`config.mk`:
```
export PLATFORM = sky130hd
export DESIGN_NAME = fifo_rd_stream
export DESIGN_NICKNAME = d
export VERILOG_FILES = /design/src/rtl/fifo_rd_pkg.sv /design/src/rtl/fifo_rd_skid2.sv /design/src/rtl/fifo_rd_stream.sv
export SDC_FILE = /design/constraint.sdc
export NUM_CORES = 1
export LEC_CHECK = 0
export BUFFER_PORTS_ARGS = -buffer_cell sky130_fd_sc_hd__buf_4
export CORE_MARGIN = 2
export CORE_UTILIZATION = 54
export CTS_CLUSTER_SIZE = 8
export DETAILED_ROUTE_END_ITERATION = 12
export PLACE_DENSITY = 0.75
export SYNTH_ARGS = -nofsm -noshare
export SYNTH_HDL_FRONTEND = slang
export SYNTH_HIERARCHICAL = 1
export SYNTH_SLANG_ARGS = --single-unit
```
`constraint.sdc`:
```
create_clock -name clk_i -period 3.1 [get_ports clk_i]
set_clock_uncertainty 0.2 [all_clocks]
set_input_delay 0.155 -clock clk_i [delete_from_list [all_inputs] [get_ports clk_i]]
set_output_delay 0.155 -clock clk_i [all_outputs]
set_load 0.02 [all_outputs]
```
`src/rtl/fifo_rd_pkg.sv`:
```
// Shared types for the async-FIFO read-side drain engine (fifo_rd_stream).
// Holds the output-buffer occupancy encoding and the buffered-entry layout.
package fifo_rd_pkg;

    localparam int BUF_DEPTH    = 2;
    localparam int MAX_DATASIZE = 64;
    localparam int FRAME_IDX_W  = 8;

    typedef enum logic [1:0] {
        EMPTY = 2'd0,
        ONE   = 2'd1,
        TWO   = 2'd2
    } buf_state_t;

    // Data is sized for the widest supported word; narrower builds zero-extend.
    typedef struct packed {
        logic                    last;
        logic [MAX_DATASIZE-1:0] data;
    } buf_entry_t;

    function automatic buf_entry_t make_entry(input logic last,
                                              input logic [MAX_DATASIZE-1:0] data);
        buf_entry_t e;
        e.last = last;
        e.data = data;
        return e;
    endfunction

endpackage

```
`src/rtl/fifo_rd_skid2.sv`:
```
// Two-entry circular output buffer for fifo_rd_stream: push from the FIFO side,
// pop on a valid/ready handshake, one word per cycle at full throughput.
module fifo_rd_skid2
    import fifo_rd_pkg::*;
#(
    parameter int DATASIZE = 8
) (
    input  logic                clk_i,
    input  logic                rst_i,
    input  logic                push,
    input  logic                push_last,
    input  logic [DATASIZE-1:0] push_data,
    input  logic                ready,
    output logic [DATASIZE-1:0] data,
    output logic                last,
    output logic                valid,
    output logic                full
);

    buf_state_t state;
    buf_entry_t mem [BUF_DEPTH];
    buf_entry_t head;
    logic       wptr;
    logic       rptr;
    logic       pop;
    logic       unused_head_bits;

    assign pop = valid & ready;

    always_ff @(posedge clk_i or posedge rst_i) begin
        if (rst_i) begin
            state <= EMPTY;
            wptr  <= 1'b0;
            rptr  <= 1'b0;
            for (int i = 0; i < BUF_DEPTH; i++) begin
                mem[i] <= '0;
            end
        end else begin
            if (push) begin
                mem[wptr] <= make_entry(push_last, MAX_DATASIZE'(push_data));
                wptr      <= ~wptr;
            end
            if (pop) begin
                rptr <= ~rptr;
            end
            // Push never arrives in TWO because the read request is gated by full.
            case (state)
                EMPTY: if (push) state <= ONE;
                ONE: begin
                    if (push && !pop)      state <= TWO;
                    else if (!push && pop) state <= EMPTY;
                end
                TWO:   if (pop) state <= ONE;
                default: state <= EMPTY;
            endcase
        end
    end

    assign head  = mem[rptr];
    assign valid = (state != EMPTY);
    assign full  = (state == TWO);
    assign data  = valid ? head.data[DATASIZE-1:0] : '0;
    assign last  = valid & head.last;

    assign unused_head_bits = ^head.data;

endmodule

```
`src/rtl/fifo_rd_stream.sv`:
```
// Read-domain drain engine: pops the FWFT async FIFO into a 2-entry buffer and
// streams it out with a frame-end marker. Optional macro FIFO_RD_AREMPTY_BURST_EN.
module fifo_rd_stream
    import fifo_rd_pkg::*;
#(
    parameter int DATASIZE  = 8,
    parameter int FRAME_LEN = 4,
    parameter int CNTSIZE   = 16
) (
    input  logic                clk_i,
    input  logic                rst_i,
    input  logic                en_i,
    input  logic [DATASIZE-1:0] rdata_i,
    input  logic                rempty_i,
    input  logic                arempty_i,
    output logic                rinc_o,
    output logic [DATASIZE-1:0] m_data_o,
    output logic                m_valid_o,
    input  logic                m_ready_i,
    output logic                m_last_o,
    output logic [CNTSIZE-1:0]  rd_cnt_o
);

    logic                   full;
    logic                   start_ok;
    logic                   frame_end;
    logic [FRAME_IDX_W-1:0] frame_idx;

    assign frame_end = (frame_idx == FRAME_IDX_W'(FRAME_LEN - 1));

`ifdef FIFO_RD_AREMPTY_BURST_EN
    // A frame only begins once the FIFO holds enough to avoid a long mid-frame stall.
    assign start_ok = (frame_idx != '0) | ~arempty_i;
`else
    logic unused_arempty;
    assign unused_arempty = arempty_i;
    assign start_ok       = 1'b1;
`endif

    assign rinc_o = ~rst_i & en_i & ~rempty_i & ~full & start_ok;

    always_ff @(posedge clk_i or posedge rst_i) begin
        if (rst_i) begin
            frame_idx <= '0;
            rd_cnt_o  <= '0;
        end else if (rinc_o) begin
            frame_idx <= frame_end ? '0 : frame_idx + 1'b1;
            rd_cnt_o  <= rd_cnt_o + CNTSIZE'(1);
        end
    end

    fifo_rd_skid2 #(
        .DATASIZE (DATASIZE)
    ) u_skid (
        .clk_i     (clk_i),
        .rst_i     (rst_i),
        .push      (rinc_o),
        .push_last (frame_end),
        .push_data (rdata_i),
        .ready     (m_ready_i),
        .data      (m_data_o),
        .last      (m_last_o),
        .valid     (m_valid_o),
        .full      (full)
    );

endmodule
```
==> summary.md <==
| Metric | Value |
|---|---|
| Endpoint kind of the worst setup timing path | flop |
| Switching Share | 0.310 |
| Deepest clock path buffer count | 2 |
| Leakage power summed over all cells | 1.34 nW |
| Slew at the pin closest to its max-slew limit | 894 ps |
| Crit-path most repeated cell | sky130_fd_sc_hd__nand2b_1 |
| Psw | 0.000604 W |
| Post-layout net count | 239 |
| Count of pins over their slew limit | 0 |
| Die outline height | 66.9 µm |
| Critical Setup Path Class | reg -> reg |
| Detailed-route DRC error count | 0 |
| Initial cell density of the core | 0.571 |
| Routing layer with the top usage in global route | met2 |
| CTS HTree Levels | 2 |
| Clock tree from TritonCTS | built |
| Mapped cell area | 2140 µm² |
| Launching element type of the critical path | flop |
| Hold WS | 114 ps |
| CP Data Arrival Time | 2620 ps |
| Sequential cell fraction of total power | 0.489 |
| Cells after synthesis | 171 |
| Power per Cell Area | 732 nW/µm² |
| Growth of design area from synthesis to finish | 24.8% |
| Post-Route WL | 4.02 mm |
| Maximum number of pins on one net before global-route repair | 25 |
| CP max stage delay | about 610 ps |
| Unrepaired setup endpoints after global routing | false |
| Number of search-and-repair iterations in the first detailed-routing pass | 4 |
| Cell Int Power | roughly 0.0013 W |
| Number of top-level pins | 41 |
| Power, Total | roughly 0.002 W |
| Detailed Place HPWL | between 2 and 3 mm |
| Final worst-path cycle share | 0.852 |
| Critical Path RT | 3070 ps |
| Met1 track utilization from global routing | 0.228 |
| Area of the core region | 3740 µm² |
| Ys Warns | 6 |
| Fraction of the yosys area taken by sequential cells | 0.539 |
| Post-route minimum period | 2640 ps |
| Global routing met3 resource utilization | 0.0473 |
| Routed wirelength normalized by instance count | 14.8 µm |
| Via count of the first global-routing pass | 1452 |
| First-pass GRT wire length | roughly 6.7 mm |
| Synth cell types | 34 |
| Final setup violation count | 0 |
| Syn avg cell area | 12.5 µm² |
| Fraction of met2 tracks used by global routing | 0.373 |
| Final core utilization | 0.712 |
| Ant diodes | 0 |
| Post-CTS sizing | 0 |
| Total Die Area | 4470 µm² |
| Residual antenna-violating net count after detailed routing | 0 |
| Number of core rows | 22 |
| Antenna violations before repair | 0 |
| Share of layout cells above drive strength 1 | 0.321 |
| TritonCTS Buffers | 5 |
| Number of flops mapped to enable cells by yosys | 0 |
| Highest ir drop seen on vdd | 0.299 mV |
| Die width | 66.9 µm |
| Latest clock arrival within the worst-skew pair | 290 ps |
| Synthesized net count | about 190 |
| Share of flip-flops with an asynchronous set or reset | 1.00 |
| Max-cap violations | 0 |
| Final weighted congestion in routability-driven placement | 0.690 |
| GR Util All Layers | 0.199 |
| Via count of the routed design | 1434 |
| Relative slew slack | 0.403 |
| Clock-pin transition on the worst setup and hold timing paths | 80 ps |
| Post-synthesis sequential element count | 46 |
| Sequence of cells on the critical path | nand2b_1 -> inv_1 -> or4b_1 -> clkinv_2 -> nand2b_1 -> mux2_4 |
| Total Negative Setup Slacks | 0 ps |
| Clk Tree Root Cell | sky130_fd_sc_hd__clkbuf_8 |
| Initial DRC count | 62 |
| Remaining Overflow, GRT | 0 |
| Via-per-instance ratio | about 5.3 |
| Crit-path slowest cell | sky130_fd_sc_hd__or4b_1 |
| Outcome | finished clean |
| F_max | 379 MHz |
| Number of hold violations in the final report | 0 |
| Total clock sinks | 46 |
| Top flip-flop cell by instance count after synthesis | sky130_fd_sc_hd__dfrtp_1 |
| Hold WC Path Type | in -> reg |
| Maximum fanout along the worst path | 17 |
| Fraction of power consumed by the clock network | 0.222 |
| Part of the total power dissipated in combinational logic | 0.289 |
| Port Buf Inserts | 39 |
==> cell type report <==
| class | instances | area (µm²) |
|---|---|---|
| clock buffers | 5 | 68.8 |
| clock inverters | 3 | 40.0 |
| fillers | 291 | 1080 |
| inverters | 6 | 23.8 |
| multi-input cells | 115 | 928 |
| flip-flops and latches | 46 | 1150 |
| well taps | 48 | 60.1 |
| repair buffers | 49 | 393 |
==> sequential cells by signal, summed over array words and instances, names as in the netlist <==
name and flops:
frame_idx 8, rd_cnt_o 16, u_skid/mem 18, u_skid/rptr 1
u_skid/state 2, u_skid/wptr 1
==> metal layers <==
metal / routed length, µm / share of wire
met1: 1690 / 0.42
met2: 2150 / 0.54
met3: 162 / 0.040
met4: 12 / 0.0030
met5: 0 / 0
==> cell usage after synthesis, types with 2 or more instances <==
cell	count	area share
sky130_fd_sc_hd__buf_2	2	0.0047
sky130_fd_sc_hd__ha_1	2	0.012
sky130_fd_sc_hd__nand3b_1	2	0.0070
sky130_fd_sc_hd__and3_1	4	0.012
sky130_fd_sc_hd__inv_1	5	0.0088
sky130_fd_sc_hd__and4_1	2	0.0082
sky130_fd_sc_hd__dfrtp_1	46	0.54
sky130_fd_sc_hd__or4b_1	2	0.0094
sky130_fd_sc_hd__a21oi_1	3	0.0070
sky130_fd_sc_hd__nand3_1	2	0.0047
sky130_fd_sc_hd__nand2b_1	2	0.0059
sky130_fd_sc_hd__mux2_2	10	0.053
sky130_fd_sc_hd__xnor2_1	14	0.057
sky130_fd_sc_hd__xor2_1	8	0.033
sky130_fd_sc_hd__mux2i_1	9	0.042
sky130_fd_sc_hd__buf_6	2	0.011
sky130_fd_sc_hd__nor2_1	15	0.026
sky130_fd_sc_hd__nand2_1	9	0.016
sky130_fd_sc_hd__nand4_1	8	0.023
sky130_fd_sc_hd__mux2_4	9	0.063
sky130_fd_sc_hd__nor2b_1	2	0.0059
==> worst max-delay path: cells and delay by family, from the launching register on <==
| family | cells | cell delay [ps] |
|---|---|---|
| flops | 1 | 430 |
| simple gates | 3 | 1160 |
| mux | 1 | 430 |
| buf+inv | 2 | 300 |
==> placed cells by master (no fill, tap or decap), types with 2 or more instances in the layout <==
cell	netlist	layout
sky130_fd_sc_hd__nor2b_1	2	2
sky130_fd_sc_hd__mux2_4	9	9
sky130_fd_sc_hd__dfrtp_1	46	46
sky130_fd_sc_hd__inv_1	5	5
sky130_fd_sc_hd__nor2_1	15	15
sky130_fd_sc_hd__and4_1	2	2
sky130_fd_sc_hd__nand4_1	8	8
sky130_fd_sc_hd__nand3b_1	2	2
sky130_fd_sc_hd__xor2_1	8	8
sky130_fd_sc_hd__and3_1	4	4
sky130_fd_sc_hd__buf_4	0	39
sky130_fd_sc_hd__ha_1	2	2
sky130_fd_sc_hd__nand2b_1	2	2
sky130_fd_sc_hd__xnor2_1	14	14
sky130_fd_sc_hd__nand3_1	2	2
sky130_fd_sc_hd__nand2_1	9	9
sky130_fd_sc_hd__mux2i_1	9	9
sky130_fd_sc_hd__clkinv_2	1	3
sky130_fd_sc_hd__a21oi_1	3	3
sky130_fd_sc_hd__clkbuf_8	0	5
sky130_fd_sc_hd__dlygate4sd3_1	0	10
sky130_fd_sc_hd__mux2_2	10	10
sky130_fd_sc_hd__or4b_1	2	2
==> cells by family (layout without fill, tap and decap cells) <==
group                    count (synthesis)  after routing  synth area share
multiplexers                            28             28             0.158
buffers and inverters                   10             63            0.0264
AND/OR/NAND/NOR                         56             56             0.152
adder cells (fa/ha/maj)                  2              2            0.0117
XOR/XNOR                                22             22            0.0902
AO/OA/AOI/OAI                            7              7            0.0223
flip-flops                              46             46             0.539
==> power by group through the flow <==
stage | Sequential, W | Clock, W | Combinational [W]
6_report | 0.000954 | 0.000432 | 0.000564
3_5_place_dp | 0.000963 | 0 | 0.000559
5_1_grt | 0.000978 | 0.000469 | 0.000610
2_1_floorplan | 0.000925 | 0 | 0.000407
3_3_place_gp | 0.000949 | 0 | 0.000527
4_1_cts | 0.000952 | 0.000444 | 0.000571
==> stage by stage <==
step | instance area (µm²) | setup WS (ps) | std cells
floorplan | 2140 | 910 | 171
global placement | 2460 | 521 | 254
detailed placement | 2460 | 475 | 254
CTS | 2670 | 458 | 272
global route | 2670 | 323 | 272
finish | 2670 | 458 | 272
==> path summary, 6_finish.rpt <==
check | from | end | slack, ps | cells past startpoint
setup / recovery | u_skid/state[0] | u_skid/mem[65] | 460 | 6
hold / removal | rempty_i | rd_cnt_o[0] | 110 | 3
setup reg to reg | u_skid/state[0] | u_skid/mem[65] | 460 | 6
hold reg to reg | rd_cnt_o[15] | rd_cnt_o[15] | 280 | 1
max in group asynchronous | rst_i | rd_cnt_o[0] | 1720 | 3
min in group asynchronous | rst_i | u_skid/mem[67] | 400 | 3
==> repair_timing <==
action	CTS	global route
hold buffers	10	0
endpoints found under the hold margin	65	0
buffers inserted	0	0
setup endpoints to repair	0	0
No activity file was read; power rests on OpenSTA's default activity.
